$ cat src/rtl/light_pen_locator_pkg.sv
// light_pen_locator_pkg: locator FSM states, LED RAM word bit positions and scan-vector helpers
package light_pen_locator_pkg;

    typedef enum logic [2:0] {IDLE, SEARCH, CONFIRM, WRITE, HOLD} state_t;

    localparam int LIT = 3;
    localparam int RED = 1;
    localparam int GRN = 2;

    function automatic logic onehot8(input logic [7:0] v);
        return v != 8'd0 && (v & (v - 8'd1)) == 8'd0;
    endfunction

    function automatic logic [2:0] enc8(input logic [7:0] v);
        logic [2:0] r;
        r = 3'd0;
        for (int i = 0; i < 8; i++)
            if (v[i])
                r = 3'(i);
        return r;
    endfunction

endpackage

$ cat src/rtl/light_pen_locator_pen_edge_sync.sv
// pen_edge_sync: two-flop synchronizer plus registered rising-edge detect, three cycles from pen_in to pen_edge
module pen_edge_sync (
    input  logic clk,
    input  logic rst,
    input  logic pen_in,
    output logic pen_edge
);

    logic [2:0] s;

    always_ff @(posedge clk or posedge rst)
        if (rst) begin
            s <= '0;
            pen_edge <= 1'b0;
        end else begin
            s <= {s[1:0], pen_in};
            pen_edge <= s[1] & ~s[2];
        end

endmodule

$ cat src/rtl/light_pen_locator.sv
// light_pen_locator: locates the light pen on the scanned matrix and writes confirmed pixels; LIGHT_PEN_ERASE_EN enables erase
module light_pen_locator
    import light_pen_locator_pkg::*;
#(
    parameter int LATENCY        = 3,
    parameter int CONFIRM_FRAMES = 2,
    parameter int RELEASE_FRAMES = 4
) (
    input  logic       clk,
    input  logic       rst,
    input  logic       en,
    input  logic [7:0] led_row,
    input  logic [7:0] led_col,
    input  logic       pen_in,
    input  logic [1:0] color_sel,
    input  logic       erase,
    output logic       wr_valid,
    input  logic       wr_ready,
    output logic [2:0] wr_row,
    output logic [2:0] wr_col,
    output logic [3:0] wr_data,
    output logic       pen_locked
);

    localparam logic [7:0] CF = 8'(CONFIRM_FRAMES);
    localparam logic [7:0] RF = 8'(RELEASE_FRAMES);

    state_t      state, state_n;
    logic        pen_edge, boundary, hit, same, f_hit;
    logic [7:0]  d_row, d_col, prev_row, cnt, cnt_n, rel, rel_n;
    logic [15:0] d_rc;
    logic [5:0]  f_pos, pos, pos_n;
    logic [3:0]  word, wr_word;

    pen_edge_sync u_sync (
        .clk      (clk),
        .rst      (rst),
        .pen_in   (pen_in),
        .pen_edge (pen_edge)
    );

    generate
        if (LATENCY == 0) begin : g_nodly
            assign d_rc = {led_row, led_col};
        end else begin : g_dly
            logic [15:0] dl [LATENCY];
            always_ff @(posedge clk or posedge rst)
                if (rst) begin
                    for (int i = 0; i < LATENCY; i++)
                        dl[i] <= '0;
                end else begin
                    dl[0] <= {led_row, led_col};
                    for (int i = 1; i < LATENCY; i++)
                        dl[i] <= dl[i-1];
                end
            assign d_rc = dl[LATENCY-1];
        end
    endgenerate

    assign d_row    = d_rc[15:8];
    assign d_col    = d_rc[7:0];
    assign boundary = prev_row == 8'h80 && d_row == 8'h01;
    assign hit      = pen_edge && onehot8(d_row) && onehot8(d_col);

    // f_* collects the first hit of the frame in progress; a boundary hit opens the new frame
    always_ff @(posedge clk or posedge rst)
        if (rst) begin
            prev_row <= '0;
            f_hit <= 1'b0;
            f_pos <= '0;
        end else begin
            prev_row <= d_row;
            if (boundary || (hit && !f_hit)) begin
                f_hit <= hit;
                f_pos <= {enc8(d_row), enc8(d_col)};
            end
        end

    always_comb begin
        word = '0;
        word[LIT] = 1'b1;
        word[RED] = color_sel[0];
        word[GRN] = color_sel[1];
    end

`ifdef LIGHT_PEN_ERASE_EN
    assign wr_word = erase ? 4'b0000 : word;
`else
    logic unused_erase;
    assign unused_erase = erase;
    assign wr_word = word;
`endif

    // every decision outside WRITE is taken on the completed frame, at its boundary
    always_comb begin
        state_n = state;
        cnt_n = cnt;
        rel_n = rel;
        pos_n = pos;
        same = f_hit && f_pos == pos;
        if (state == WRITE) begin
            if (wr_valid && wr_ready)
                state_n = en ? HOLD : IDLE;
            rel_n = 8'd0;
        end else if (!en)
            state_n = IDLE;
        else if (state == IDLE)
            state_n = SEARCH;
        else if (boundary && !f_hit) begin
            if (state == CONFIRM)
                state_n = SEARCH;
            if (state == HOLD) begin
                rel_n = rel >= RF ? rel : rel + 8'd1;
                state_n = rel_n >= RF ? SEARCH : HOLD;
            end
        end else if (boundary && state == HOLD && same)
            rel_n = 8'd0;
        else if (boundary) begin
            cnt_n = state == CONFIRM && same ? (cnt >= CF ? cnt : cnt + 8'd1) : 8'd1;
            pos_n = f_pos;
            state_n = cnt_n >= CF ? WRITE : CONFIRM;
        end
    end

    always_ff @(posedge clk or posedge rst)
        if (rst) begin
            state <= IDLE;
            cnt <= '0;
            rel <= '0;
            pos <= '0;
            wr_valid <= 1'b0;
            {wr_row, wr_col} <= '0;
            wr_data <= '0;
        end else begin
            state <= state_n;
            cnt <= cnt_n;
            rel <= rel_n;
            pos <= pos_n;
            if (state != WRITE && state_n == WRITE) begin
                wr_valid <= 1'b1;
                {wr_row, wr_col} <= pos_n;
                wr_data <= wr_word;
            end else if (wr_valid && wr_ready)
                wr_valid <= 1'b0;
        end

    assign pen_locked = state == HOLD;

endmodule
$ cat config.mk
export PLATFORM = sky130hd
export DESIGN_NAME = light_pen_locator
export DESIGN_NICKNAME = d
export VERILOG_FILES = /design/src/rtl/light_pen_locator_pkg.sv /design/src/rtl/light_pen_locator_pen_edge_sync.sv /design/src/rtl/light_pen_locator.sv
export SDC_FILE = /design/constraint.sdc
export NUM_CORES = 1
export LEC_CHECK = 0
export BUFFER_PORTS_ARGS = -buffer_cell sky130_fd_sc_hd__buf_4
export CAP_MARGIN = 15
export CORE_ASPECT_RATIO = 1.25
export CORE_MARGIN = 2
export CORE_UTILIZATION = 40
export CTS_CLUSTER_SIZE = 12
export DETAILED_ROUTE_END_ITERATION = 10
export SYNTH_ARGS = -nofsm -noshare
export SYNTH_HDL_FRONTEND = slang
export SYNTH_SLANG_ARGS = --single-unit
$ cat constraint.sdc
create_clock -name clk -period 9 [get_ports clk]
set_clock_uncertainty 0.15 [all_clocks]
set_input_delay 0.45 -clock clk [delete_from_list [all_inputs] [get_ports clk]]
set_output_delay 0.45 -clock clk [all_outputs]
set_load 0.005 [all_outputs]
==> results.yml <==
route:
  drt-initial-drc-count: 132
  ant_nets: 0
  finalWirelength_mm: 6.601
  detail_route.first_pass.iterations: 4
  vias_per_cell: 5.119
  via_count: 2406
  drcViolationCount: 0
  wl_per_cell_um: 14.04
floorplan:
  dieWidth_um: 92.14
  initial_core_util_pct: 40.84
  die_y_um: 114.2
  row_count: 40
  core-area_um2: 9509
  pin_count: 36
  dieArea_um2: 10520
yosys:
  ys_ff_latch: 102
  avgSynthCellArea_um2: 12.95
  syn_nets: 328
  async_flop_share_pct: 100.0
  yosysSeqAreaShare_pct: 65.72
  netlist_area_um2: 3884
  syn_inst: 300
  synth_enable_flop_cells: 0
  ys.flop_type: "dfrtp_1"
  ys_warn_count: 0
  synth_cell_types: 59
place:
  place_congestion: 0.7764
  hpwl_mm: 4.520
  portBuffers: 33
grt:
  grt_max_degree: 62
  use_met3_pct: 3.094
  grt_pass1_vias: 2474
  grt_usage_pct: 14.20
  grt_pass1_wl_mm: 11.87
  antenna_found_initial: 0
  gr-max-usage-layer: "met2"
  grt_overflow: 0
  grt_use_met2_pct: 22.25
  gr-usage-met1_pct: 19.27
clock_network:
  clkTransAtPathRegs_ns: 0.07
  cts_tree: "built"
  clock_sinks: 102
  ctsResizeCount: 0
  clk_latency_ns: 0.33
  ctsHoldBuffers: 0
  cts.path.max_buffers: 2
  cts_made_buffers: 9
  h-tree-depth: 3
  cts_setup_buffers: 0
  cts_root_buf: "clkbuf_16"
setup_path:
  endpoint_kind: "flop"
  max_stage_delay_ns: 0.90
  worstPathArrival_ns: 2.81
  rr_worst_depth: 5
  required_ns: 9.10
  critPathLaunchType: "flop"
  critPathKind: "flop to flop"
  path_cells: "nor4_1 > nand4_1 > nor3_1 > nand3_1 > a31oi_1"
  path_max_fanout: 8
  slowest_stage: "nor3_1"
power_and_ir_drop:
  powerDensity_nw_per_um2: 198.8
  ir_drop_v: 0.0001335
  p_comb_share_pct: 3.2
  leakage_uw: 0.002115
  switchingPower_uw: 203.3
  swShare_pct: 22.33
  total_power_uw: 910.5
  power.clock.fraction_pct: 43.8
  p_seq_share_pct: 53.0
  p_int_uw: 707.2
worst_hold_path:
  hp-class: "primary input to asynchronous set/reset pin"
cells_and_area:
  area_growth_pct: 17.91
  nFillCells: 875
  layout_common_cells: "102 x dfrtp_1, 34 x buf_4, 18 x nand2_1, 18 x a21oi_1, 15 x o21ai_0"
  drive_above_1_share_pct: 21.51
  nets: 367
  antennaDiodeCount: 0
  mostFrequentLayoutCell: "dfrtp_1"
timing:
  rsz0062_at_grt: "no"
  max_clock_freq_mhz: 368.3
  post-route-period-util_pct: 30.17
  setup_tns_ns: 0
  tightest_slew_ns: 1.015
  hold_viol: 0
  fin_crit_ns: 2.715
  hold_slack_ns: 0.0009930
  max_slew_margin_pct: 31.80
  slew_viol_final: 0
  setup-violations-final: 0
status:
  status: "finished clean"
job:
  cap_violations: 0
## stage by stage
stage | instances | util [%] | setup WS (ns) | instance area (µm²)
after floorplan | 300 | - | 5.725 | 3884
after global placement | 453 | 44.78 | 6.307 | 4258
after detailed placement | 454 | 44.83 | 6.266 | 4263
after CTS | 470 | 48.16 | 6.248 | 4579
after global routing | 470 | 48.16 | 5.916 | 4579
final | 470 | 48.16 | 6.285 | 4579
## per-layer routing
metal	part of all wire, %	routed length, µm
met5	0	0
met4	1.7	115
met3	4.2	275
met2	49	3252
met1	45	2957
## cells in the mapped netlist (2+ instances only)
| library cell | n | share of area (%) |
|---|---|---|
| a31oi_1 | 8 | 1.3 |
| nor2_1 | 9 | 0.87 |
| nor4_1 | 6 | 0.97 |
| and2_1 | 6 | 0.97 |
| and3_1 | 2 | 0.32 |
| xnor2_1 | 6 | 1.4 |
| a211oi_1 | 3 | 0.58 |
| mux2_2 | 6 | 1.7 |
| nor3_1 | 5 | 0.64 |
| o21a_1 | 5 | 0.97 |
| nand2_1 | 18 | 1.7 |
| ha_1 | 4 | 1.3 |
| o21ai_0 | 15 | 1.9 |
| nor4_4 | 2 | 1.1 |
| buf_2 | 3 | 0.39 |
| dfrtp_1 | 102 | 66 |
| or4_4 | 2 | 0.58 |
| o211ai_1 | 3 | 0.58 |
| nor2b_1 | 6 | 0.97 |
| nor4b_1 | 2 | 0.45 |
| nand3_1 | 8 | 1.0 |
| inv_1 | 14 | 1.4 |
| o31ai_1 | 5 | 0.97 |
| a21oi_1 | 18 | 2.3 |
| or3_1 | 4 | 0.64 |
| nand4_1 | 3 | 0.48 |
| nand2b_1 | 3 | 0.48 |
## critical path: cells and delay by family, from the launching register on
kind,cells,cell delay [ns]
DFF,1,0.44
AOI/OAI and AO/OA,1,0.24
and+or+nand+nor,4,1.80
## final cells by class
cell class / count / area, µm² / share of cell area [%]
Clock inverter: 7 / 91.34 / 1.995
Multi-Input combinational cell: 177 / 1237 / 27.02
Timing Repair Buffer: 35 / 260.3 / 5.683
Clock buffer: 9 / 225.2 / 4.918
Sequential cell: 102 / 2552 / 55.74
Inverter: 14 / 55.05 / 1.202
Tap cell: 126 / 157.7 / 3.443
## sequential cells by signal (all words and copies together) (netlist names)
signal and count:
rel 8, wr_valid 1, wr_col 3, g_dly.dl 32
wr_data 3, u_sync.pen_edge 1, cnt 8, state 3
prev_row 8, f_pos 6, d_rc 16, f_hit 1
u_sync.s 3, wr_row 3, pos 6
## cells by family after synthesis
group | count (synthesis) | share of synthesized area, %
flip-flops | 102 | 65.72
AND/OR/NAND/NOR | 89 | 14.59
AO/OA/AOI/OAI | 69 | 12.24
buffers and inverters | 21 | 2.416
multiplexers | 8 | 2.287
XOR/XNOR | 6 | 1.353
adder cells (fa/ha/maj) | 4 | 1.289
other | 1 | 0.09656
## power groups by stage
stage,combinational (µW),sequential [µW],clock [µW]
after global routing,34.0,485,432
after detailed placement,30.4,492,0
after CTS,30.4,482,409
final,29.4,482,399
after floorplan,18.9,488,0
after global placement,29.4,490,0
## worst paths after layout
path,from,endpoint,slack [ns]
min in group clk,led_row[3],g_dly.dl[43],0.07
worst max-delay path,d_rc[10],wr_row[2],6.28
worst max register to register,d_rc[10],wr_row[2],6.28
max in group asynchronous,rst,wr_col[2],7.59
worst min-delay path,rst,u_sync.s[0],0.001
worst min register to register,g_dly.dl[22],d_rc[6],0.20
Note: power is estimated with default switching activity, not from simulation.
